**src/rtl/cla_mp_seq.sv**
```systemverilog
// cla_mp_seq: multi-precision add/subtract sequencer built around one
// 32-bit carry-lookahead adder, processing one word per cycle, LSW first.
//
// Ports:
//   clk   in  1   rising-edge clock
//   rst   in  1   synchronous active-high reset
//   start in  1   request, sampled only in IDLE
//   sub   in  1   0 = a+b, 1 = a-b (sampled with start)
//   a, b  in  W   operands, W = 32*WORDS (sampled with start)
//   busy  out 1   high in RUN and DONE
//   done  out 1   one-cycle pulse, result valid
//   sum   out W   result register
//   cout  out 1   final carry (sub: 1 = no borrow)
//   ovf   out 1   signed overflow of the W-bit result
//   zero  out 1   result == 0 (only with CLA_MP_SEQ_ZERO_FLAG_EN)
//
// Parameter WORDS: 32-bit words per operand, legal range 2..16.
// Optional feature macro: CLA_MP_SEQ_ZERO_FLAG_EN adds the zero port.

module CLA_32bit (
    input  logic [31:0] i_a,
    input  logic [31:0] i_b,
    input  logic        i_cin,
    output logic [31:0] o_sum,
    output logic        o_cout,
    output logic        o_gp,
    output logic        o_gg
);
    logic [31:0] w_p;
    logic [31:0] w_g;
    logic [31:0] w_c;
    logic [7:0]  w_bp;
    logic [7:0]  w_bg;
    logic [8:0]  w_bc;
    logic        w_gacc;

    // Two-level lookahead: 4-bit groups produce group P/G,
    // group carries come from the second level, then bit
    // carries are expanded inside each group from its carry-in.
    always_comb begin
        w_p    = i_a ^ i_b;
        w_g    = i_a & i_b;
        w_bp   = '0;
        w_bg   = '0;
        w_bc   = '0;
        w_c    = '0;
        w_gacc = 1'b0;

        for (int k = 0; k < 8; k++) begin
            w_bp[k] = &w_p[4*k +: 4];
            w_bg[k] = w_g[4*k+3]
                    | (w_p[4*k+3] & w_g[4*k+2])
                    | (w_p[4*k+3] & w_p[4*k+2] & w_g[4*k+1])
                    | ((&w_p[4*k+1 +: 3]) & w_g[4*k]);
        end

        w_bc[0] = i_cin;
        for (int k = 0; k < 8; k++) begin
            w_bc[k+1] = w_bg[k] | (w_bp[k] & w_bc[k]);
        end

        for (int k = 0; k < 8; k++) begin
            w_c[4*k]   = w_bc[k];
            w_c[4*k+1] = w_g[4*k]
                       | (w_p[4*k] & w_bc[k]);
            w_c[4*k+2] = w_g[4*k+1]
                       | (w_p[4*k+1] & w_g[4*k])
                       | (w_p[4*k+1] & w_p[4*k] & w_bc[k]);
            w_c[4*k+3] = w_g[4*k+2]
                       | (w_p[4*k+2] & w_g[4*k+1])
                       | (w_p[4*k+2] & w_p[4*k+1] & w_g[4*k])
                       | (w_p[4*k+2] & w_p[4*k+1] & w_p[4*k]
                          & w_bc[k]);
        end

        // Whole-word generate, independent of the carry-in.
        w_gacc = w_bg[0];
        for (int k = 1; k < 8; k++) begin
            w_gacc = w_bg[k] | (w_bp[k] & w_gacc);
        end
    end

    assign o_sum  = w_p ^ w_c;
    assign o_cout = w_bc[8];
    assign o_gp   = &w_bp;
    assign o_gg   = w_gacc;
endmodule

module cla_mp_seq #(
    parameter int WORDS = 4
) (
    input  logic                  clk,
    input  logic                  rst,
    input  logic                  start,
    input  logic                  sub,
    input  logic [32*WORDS-1:0]   a,
    input  logic [32*WORDS-1:0]   b,
    output logic                  busy,
    output logic                  done,
    output logic [32*WORDS-1:0]   sum,
    output logic                  cout,
    output logic                  ovf
`ifdef CLA_MP_SEQ_ZERO_FLAG_EN
    ,
    output logic                  zero
`endif
);
    localparam int W  = 32 * WORDS;
    localparam int IW = $clog2(WORDS);
    localparam logic [IW-1:0] LAST = IW'(WORDS - 1);

    typedef enum logic [1:0] {
        S_IDLE = 2'd0,
        S_RUN  = 2'd1,
        S_DONE = 2'd2
    } state_t;

    state_t          r_state;
    state_t          w_state_nx;
    logic [IW-1:0]   r_idx;
    logic [W-1:0]    r_a;
    logic [W-1:0]    r_b;
    logic            r_sub;
    logic            r_carry;
    logic [W-1:0]    r_sum;
    logic            r_cout;
    logic            r_ovf;
`ifdef CLA_MP_SEQ_ZERO_FLAG_EN
    logic            r_zero;
`endif

    logic [31:0]     w_a_word;
    logic [31:0]     w_b_mod;
    logic [31:0]     w_add_sum;
    logic            w_add_cout;
    logic            w_last;
    logic            w_accept;
    logic [IW+4:0]   w_base;

    // Word base offset = idx*32, built by concatenation.
    assign w_base   = {r_idx, 5'b0};
    assign w_a_word = r_a[w_base +: 32];
    // Subtraction is a + ~b + 1; the +1 enters as the
    // initial carry loaded at start.
    assign w_b_mod  = r_b[w_base +: 32] ^ {32{r_sub}};
    assign w_last   = (r_idx == LAST);
    assign w_accept = (r_state == S_IDLE) && start;

    CLA_32bit u_cla (
        .i_a    (w_a_word),
        .i_b    (w_b_mod),
        .i_cin  (r_carry),
        .o_sum  (w_add_sum),
        .o_cout (w_add_cout),
        .o_gp   (),
        .o_gg   ()
    );

    always_ff @(posedge clk) begin
        if (rst) begin
            r_state <= S_IDLE;
        end else begin
            r_state <= w_state_nx;
        end
    end

    always_comb begin
        w_state_nx = r_state;
        busy       = 1'b0;
        done       = 1'b0;
        unique case (r_state)
            S_IDLE: begin
                if (start) begin
                    w_state_nx = S_RUN;
                end
            end
            S_RUN: begin
                busy = 1'b1;
                if (w_last) begin
                    w_state_nx = S_DONE;
                end
            end
            S_DONE: begin
                busy       = 1'b1;
                done       = 1'b1;
                w_state_nx = S_IDLE;
            end
            default: begin
                w_state_nx = S_IDLE;
            end
        endcase
    end

    always_ff @(posedge clk) begin
        if (rst) begin
            r_idx   <= '0;
            r_a     <= '0;
            r_b     <= '0;
            r_sub   <= 1'b0;
            r_carry <= 1'b0;
            r_sum   <= '0;
            r_cout  <= 1'b0;
            r_ovf   <= 1'b0;
`ifdef CLA_MP_SEQ_ZERO_FLAG_EN
            r_zero  <= 1'b0;
`endif
        end else if (w_accept) begin
            r_a     <= a;
            r_b     <= b;
            r_sub   <= sub;
            r_carry <= sub;
            r_idx   <= '0;
`ifdef CLA_MP_SEQ_ZERO_FLAG_EN
            r_zero  <= 1'b1;
`endif
        end else if (r_state == S_RUN) begin
            r_sum[w_base +: 32] <= w_add_sum;
            r_carry             <= w_add_cout;
            // Wrap to 0 after the last word so idx stays
            // in range for non-power-of-two WORDS.
            r_idx <= w_last ? '0 : r_idx + IW'(1);
`ifdef CLA_MP_SEQ_ZERO_FLAG_EN
            r_zero <= r_zero & ~(|w_add_sum);
`endif
            if (w_last) begin
                r_cout <= w_add_cout;
                r_ovf  <= (w_a_word[31] == w_b_mod[31])
                       && (w_add_sum[31] != w_a_word[31]);
            end
        end
    end

    assign sum  = r_sum;
    assign cout = r_cout;
    assign ovf  = r_ovf;
`ifdef CLA_MP_SEQ_ZERO_FLAG_EN
    assign zero = r_zero;
`endif
endmodule

```
**config.mk**
```make
export PLATFORM = sky130hd
export DESIGN_NAME = cla_mp_seq
export DESIGN_NICKNAME = d
export VERILOG_FILES = /design/src/rtl/cla_mp_seq.sv
export SDC_FILE = /design/constraint.sdc
export NUM_CORES = 1
export LEC_CHECK = 0
export BUFFER_PORTS_ARGS = -buffer_cell sky130_fd_sc_hd__buf_2
export CORE_UTILIZATION = 45
export CTS_CLUSTER_DIAMETER = 200
export DETAILED_ROUTE_END_ITERATION = 8
export PLACE_DENSITY = 0.7
export SYNTH_ARGS = -nofsm -noshare
export SYNTH_HDL_FRONTEND = slang
export SYNTH_SLANG_ARGS = --single-unit
```
**constraint.sdc**
```tcl
create_clock -name clk -period 5.7 [get_ports clk]
set_input_delay 1.14 -clock clk [delete_from_list [all_inputs] [get_ports clk]]
set_output_delay 1.14 -clock clk [all_outputs]
set_load 0.005 [all_outputs]
```
# After elaboration in Yosys (flattened, before gate mapping)
# Cells that the tools add are included.
# op_classes
n_mux	9
shift	4
reduce_logical	25
n_eq_ne	7
bitwise_logic	197
addsub	2
# op_table
cell	count
128-bit by 8-bit variable part select with 32-bit output	2
128-bit bitwise mux	1
32-bit by 9-bit variable shift with 128-bit output (first input constant)	1
32-bit by 9-bit variable part select with 128-bit output	1
1-bit bitwise AND	112
32-bit XOR	3
1-bit OR	80
32-bit bitwise AND	1
4-bit AND reduction	8
3-bit AND reduction	9
7-bit negator with 9-bit output	1
2-bit two-way mux	3
2-bit equality test (second input constant)	2
1-bit two-way mux	4
2-bit inequality test (second input constant)	2
2-bit case mux with 2 select lines	1
2-bit AND reduction	2
2-bit OR reduction	2
2-bit by 1-bit adder with 2-bit output (second input constant)	1
2-bit by 1-bit equality test with 1-bit output (second input constant)	1
1-bit logical AND	2
2-bit zero test	1
2-bit nonzero test	1
1-bit equality test	1
2 further kinds	2
# totals
out_inout_bits	132
ff_bits	392
wordCells	253
inputBits	260

# Longest topological paths before layout
# Gate-level depths: netlist of the first run.
# logic_depth
ltp_word	25
mapped_depth	15
depth_no_buf	12

# Hierarchy
# From an unflattened synthesis of the first run, not the netlist that was laid out.
# unflattened
cells_unflattened	1914
hier_area_um2	17075.1
# by_module_without_submodules
mod	cells_per_inst	seq_area_each_um2	area_each_um2	instances
cla_mp_seq	1713	7847.5	15514.9	1
CLA_32bit	201	0.0	1560.2	1

# Least setup slack after synthesis of the first run
# No wires, ideal clock.
# synth_path
kind	register to register
from	register r_idx[0]
to	register r_sum[61], in the netlist sum[61]
path_buffers	3
t_required_ns	5.635
setup_time_ns	0.065
period_less_slack_ns	4.762
stages_incl_launch_ff	15
path_slack_ns	0.938
arrival_time_ns	4.696
cell_sequence	dfxtp_1 clkbuf_1 buf_1 buf_1 mux4_2 ha_1 a21oi_2 o21ai_2 nor2_1 or4b_1 o31a_1 fa_1 xnor2_1 a22oi_1 nor2_1
# synth_between
elab_chain_cells	25
word_cells_on_any_way	207
cone_classes	1 x add/sub; 4 x shift; 1 x mux; 187 x bitwise; 14 x reduce/logical
# synth_rtl
element	line_no	text
start, declared	120	logic [IW-1:0] r_idx;
start signal, assigned	221	r_idx <= w_last ? '0 : r_idx + IW'(1);
128-bit by 8-bit variable part select with 32-bit output	145	assign w_b_mod = r_b[w_base +: 32] ^ {32{r_sub}};
32-bit XOR	145	
32-bit XOR / 32-bit bitwise AND (equally long branches)	41, 42	
1-bit bitwise AND, on equally long branches	52, 53	
1-bit OR / 1-bit bitwise AND (equally long branches)	52, 53	
1-bit OR	53	| (w_p[4*k+3] & w_p[4*k+2] & w_g[4*k+1])
1-bit OR	54	| ((&w_p[4*k+1 +: 3]) & w_g[4*k]);
1-bit OR	59	w_bc[k+1] = w_bg[k] | (w_bp[k] & w_bc[k]);
[9 not listed]	n/a	
1-bit OR	59	
1-bit bitwise AND	59	
1-bit OR	59	
1-bit bitwise AND, on equally long branches	65, 68, 73	
1-bit OR, on equally long branches	65, 68, 72	
32-bit XOR	83	assign o_sum = w_p ^ w_c;
32-bit by 9-bit variable part select with 128-bit output	217	r_sum[w_base +: 32] <= w_add_sum;
128-bit bitwise mux (*)	217	
end signal, assigned by index	217	
end, declared	125	logic [W-1:0] r_sum;
# Every way passes the cells marked *; elsewhere a longest branch is shown, timed or not.
# A chain may end at the register's enable or synchronous reset.

# Worst setup path in the final report of the first run
# Ends and elaborated chain as after synthesis.

==> run metrics, run 1 <==
sequential fraction of the synthesis area 0.471; #FFs+latches synth 392; final core occ 0.555; CTS Root Cell clkbuf_16; Detail Placement HPWL 38200 um; Worst R2R Start r_idx[0]; number of enable flip-flop cells after synthesis 0; Hold Violations, Final 0; Synth async-reset ratio 0; WL/cell about 19 um; Avg Cell Area, Syn 8.63 um^2; drt pass-1 iters 6; DR iter-0 viols 1119; Setup Fix Bufs, Post-CTS 0; VDD IR max 224 uV; Peak Freq ~210 MHz; Synth Instances 1929; H-tree Lvls 2; GRT Util Overall 0.272; worst hold path type flip-flop to flip-flop; multi-input combinational cell area 8180 um^2; DIE WIDTH about 200 um; RSZ-0062 raised after global routing false; Final period util 0.846; initial antenna violation count 2; ys flop type dfxtp_1; later-pin clock latency in the skew report roughly 0.55 ns; worst slew pin tran about 1.2 ns; Worst EP required 6.18 ns; TNS Setup 0 ns; first-pass GRT wire length roughly 80000 um; share of cells above drive strength 1 0.245; leading cell types in the layout, fill and taps excluded 538 x nand2_1, 390 x buf_2, 389 x dfxtp_1, 306 x a21oi_1, 161 x nor2_1; via count 15024; Crit path arrival time approximately 5.3 ns; PortBufs a little under 400; Crit Path Class flip-flop to flip-flop; ANT nets after route 0; Initial Utilization 0.456; Max clock buf depth 3; crit-path cells buf_4, mux4_2, ha_1, a21oi_2, o21ai_2, nor2_1, or4b_1, o31a_1, fa_1, xnor2_1, a22oi_1, nor2_1; max incr delay on CP 0.92 ns; TritonCTS clock tree yes; drt via density around 5.5; WP buf/inv 1; final setup vio count 0; number of max-cap violations 0; design area around 20000 um^2; Clk pin slew, worst setup/hold paths around 0.060 ns; Yosys warning total 0; area leader, netlist dfxtp_1; Slew Viols, Final 0; Worst Setup EP sum[61]; crit end category flip-flop; num ports just under 400; largest net degree at the start of global routing 146; final RePlAce weighted congestion approximately 0.87; Num CTS Buffers 42; Post-DP Area approximately 19000 um^2; slowest CP cell dfxtp_4; core footprint ~37000 um^2; run status finished clean; final wirelength ~53000 um; Synth top area share 0.471; Layout area overhead 21.8%; drt drc 0; Stages on worst setup path 12; Worst path top cell family by delay flip-flops; WHS approximately 0.45 ns; crit path from r_idx[0]; FF-to-FF End sum[61]; Cell Rows 70; worst-path maximum fanout 47; clock period minus worst slack roughly 4.8 ns; DIE HEIGHT between 150 and 200 um; # resized after CTS 0; LEAKAGE between 8 and 9 nW; CP dominant cell by count nor2_1; Worst Clk Skew 0.0234 ns; Storage cell area 7860 um^2; Die ar. ~38000 um^2; top post-synthesis cells by area dfxtp_1 47%, nand2_1 12%, a21oi_1 9.2%; clk sinks 392; placed cell count approximately 2700; synthesized net count about 2200; mapped cell area approximately 17000 um^2; max-slew headroom at the worst pin 0.174; most common cell after layout, fill and taps aside nand2_1; Synth cell types roughly 60; non-filler cells, final ~2700; PD cells ~350 nW/um^2; fill cell count 3329; worst reg2reg path depth 12; hold-fix buffers at CTS 0; nets@finish roughly 2500; r2r setup slk 0.88 ns; vias in the first global route around 14000; Overflow after GRT 0; CP Launch Type flip-flop
==> per-layer routing <==
layer | up-vias | track usage | part of all wire
met1 | 7128 | 0.344 | 0.42
met5 | - | 0 | 0
met3 | 103 | 0.0548 | 0.074
met2 | 600 | 0.456 | 0.47
li1 | 7193 | - | -
met4 | 0 | 0.105 | 0.036
==> worst min-delay path by stage <==
stage               startpoint       to  slack [ns]  cells after the start
global placement       r_a[30]  r_a[30]        0.44                      2
floorplan              r_a[64]  r_a[64]        0.43                      2
finish                 r_b[55]  r_b[55]        0.45                      2
detailed placement     sum[27]  sum[27]        0.44                      2
CTS                    r_a[72]  r_a[72]        0.45                      2
global route           r_a[61]  r_a[61]        0.47                      2
==> worst min-delay path, delay by kind of cell (launching register included) <==
| kind | cells | cell delay [ns] |
|---|---|---|
| AO/OA/AOI/OAI | 1 | 0.05 |
| AND/OR/NAND/NOR | 1 | 0.05 |
| flip-flops | 1 | 0.30 |
==> final cells by class <==
type	count	area share
clock inverter	11	0.00685
inverter	27	0.00500
sequential	392	0.387
timing repair buffer	410	0.106
clock buffer	62	0.0626
tap	468	0.0289
multi-input combinational	1364	0.403
antenna	2	0.000247
==> state kept, by name, indices dropped and copies added, names as in the netlist <==
name and flops:
r_a 128, r_b 128, sum 128, r_idx 2, r_state 2, cout 1, ovf 1, r_carry 1
r_sub 1
==> power breakdown <==
part / internal [mW] / switching (mW) / total, mW
logic: 0.467 / 0.830 / 1.30
registers: 2.92 / 0.128 / 3.04
clock network: 1.68 / 1.09 / 2.77
==> metrics by stage <==
step	power (mW)	setup slack [ns]
after detailed placement	4.39	0.799
after global placement	4.35	0.904
after global routing	7.39	0.450
after CTS	7.15	0.787
final	7.11	0.878
after floorplan	3.88	0.938
==> cells in the mapped netlist (3+ instances only) <==
cell,n
a22o_1,4
nor2b_1,3
a21o_1,5
clkbuf_1,132
nand2_1,539
mux4_2,64
inv_1,27
a211oi_1,5
o31ai_1,5
and2_1,3
a21oi_1,306
a31oi_1,3
a22oi_1,97
ha_1,42
buf_1,12
fa_1,8
xor2_1,39
or3_1,3
xnor2_1,13
nand3_1,7
nor2_1,161
nor3_1,8
dfxtp_1,392
o21ai_0,8
==> logic make-up (layout without fill, tap and decap cells) <==
kind of cell | after synthesis | in the layout | share of synthesized area
buffers and inverters | 173 | 510 | 0.0391
XOR/XNOR | 53 | 53 | 0.0283
AO/OA/AOI/OAI | 450 | 450 | 0.157
AND/OR/NAND/NOR | 746 | 746 | 0.176
multiplexers | 65 | 65 | 0.0871
flip-flops | 392 | 392 | 0.471
other | 0 | 2 | 0
adder cells (fa/ha/maj) | 50 | 50 | 0.0412
(Power assumes the default switching activity.)
==> run 2, diff against run 1 <==
Settings changed: PLACE_DENSITY 0.7 to 0.72.
Clock period 5.7 ns to 4.3 ns, I/O delays scaled along.
==> run metrics, run 2 (synthesis results as in run 1) <==
run status finished clean; LEAKAGE between 8 and 9 nW; Max clock buf depth 3; ANT nets after route 0; CP Launch Type flip-flop; Crit path arrival time approximately 4.6 ns; via count about 15000; leading cell types in the layout, fill and taps excluded 538 x nand2_1, 390 x buf_2, 389 x dfxtp_1, 306 x a21oi_1, 161 x nor2_1; crit end category flip-flop; first-pass GRT wire length about 81000 um; hold-fix buffers at CTS 0; clock period minus worst slack about 4.1 ns; Final period util 0.963; Tot Pwr 9.64 mW; worst-path maximum fanout 16; H-tree Lvls 2; Post-DP Area 19100 um^2; vias in the first global route about 15000; DIE WIDTH around 190 um; Initial Utilization 0.456; final RePlAce weighted congestion 0.881; later-pin clock latency in the skew report 0.54 ns; Worst path top cell family by delay adder cells; number of max-cap violations 0; slowest CP cell mux4_2; VDD IR max 278 uV; fill cell count 3339; most common cell after layout, fill and taps aside nand2_1; share of cells above drive strength 1 0.254; Layout area overhead 23.7%; Cell Rows 70; DR iter-0 viols about 1000; max-slew headroom at the worst pin 0.205; nets@finish ~2600; worst slew pin tran 1.19 ns; drt drc 0; Die ar. 37800 um^2; initial antenna violation count 1; drt via density between 5 and 6; Slew Viols, Final 0; Overflow after GRT 0; DIE HEIGHT around 190 um; WL/cell roughly 19 um; PD cells 468 nW/um^2; Crit Path Class flip-flop to flip-flop; Num CTS Buffers 42; Hold Violations, Final 0; Clk pin slew, worst setup/hold paths approximately 0.06 ns; largest net degree at the start of global routing ~150; core footprint about 37000 um^2; final wirelength 52900 um; TritonCTS clock tree yes; Worst Clk Skew roughly 0.017 ns; Peak Freq ~240 MHz; worst hold path type flip-flop to flip-flop; GRT Util Overall 0.273; num ports roughly 390; clk sinks roughly 390; WP buf/inv 1; design area roughly 20000 um^2; CP dominant cell by count nor2_1; Detail Placement HPWL ~39000 um; CTS Root Cell clkbuf_16; Worst EP required around 4.8 ns; max incr delay on CP ~0.53 ns; PortBufs 391; drt pass-1 iters 6; final setup vio count 0; crit-path cells buf_12, mux4_2, ha_1, a21oi_2, o21ai_2, nor2_1, or4b_1, o31a_1, fa_1, xnor2_2, a22oi_1, nor2_1
==> run 2: cell count changes in the layout (fill, tap and decap cells not counted), moves of 2 or more <==
cell / before / now
clkbuf_16: 45 / 43
clkinv_2: 5 / 3
bufinv_16: 3 / 6
clkinvlp_4: 0 / 2
buf_4: 16 / 32
buf_12: 3 / 9
==> run 2: power breakdown <==
group	leakage, nW	internal, mW	switching, mW
registers	3.20	3.87	0.141
clock network	0.711	2.35	1.47
logic	4.90	0.675	1.14
total	8.81	6.89	2.75
==> run 2: worst paths after layout <==
| kind | end | from | cells after the start | slack, ns |
|---|---|---|---|---|
| max | sum[61] | r_idx[0] | 12 | 0.16 |
| min | r_b[91] | r_b[91] | 2 | 0.45 |
| max reg2reg | sum[61] | r_idx[0] | 12 | 0.16 |
| min reg2reg | r_b[91] | r_b[91] | 2 | 0.45 |
==> run 2: through the flow <==
step | setup slack (ns) | setup TNS (ns) | cells | hold WS, ns | util
floorplan | 0.0213 | 0 | 1929 | 0.433 | -
global placement | 0.0752 | 0 | 2679 | 0.439 | 0.522
detailed placement | 0.0324 | 0 | 2679 | 0.444 | 0.522
CTS | 0.0883 | 0 | 2756 | 0.452 | 0.563
global route | -0.00402 | -0.00402 | 2758 | 0.463 | 0.564
finish | 0.161 | 0 | 2759 | 0.450 | 0.564
==> run 2: worst min-delay path, cell delays in order, from the launching register on <==
cell,delay [ns]
dfxtp_1,0.30
nand2_1,0.05
a21oi_1,0.05
==> run 2: routing by layer <==
| metal | GRT usage | wire [um] | up-vias |
|---|---|---|---|
| met3 | 0.0359 | 3460 | 103 |
| met5 | 0 | 0 | - |
| met1 | 0.360 | 22500 | 7200 |
| met4 | 0.103 | 1720 | 0 |
| li1 | - | - | 7218 |
| met2 | 0.458 | 25200 | 629 |
==> run 2: final cells by class <==
cell class                      count  area (um^2)  area share
Tap cell                          468          586      0.0284
Sequential cell                   392         7860       0.381
Multi-Input combinational cell   1364         8200       0.398
Timing Repair Buffer              433         2400       0.116
Clock inverter                     13          230      0.0112
Antenna cell                        2         5.00    0.000243
Clock buffer                       60         1230      0.0597
Inverter                           27          101     0.00492
==> run 2: timing repair <==
item | 4_1_cts | 5_1_grt
pin swaps | 0 | 0
endpoints found under the setup margin | 1 | 22
hold endpoints to repair | 0 | 0
buffers inserted | 4 | 1
gates resized for setup | 0 | 4
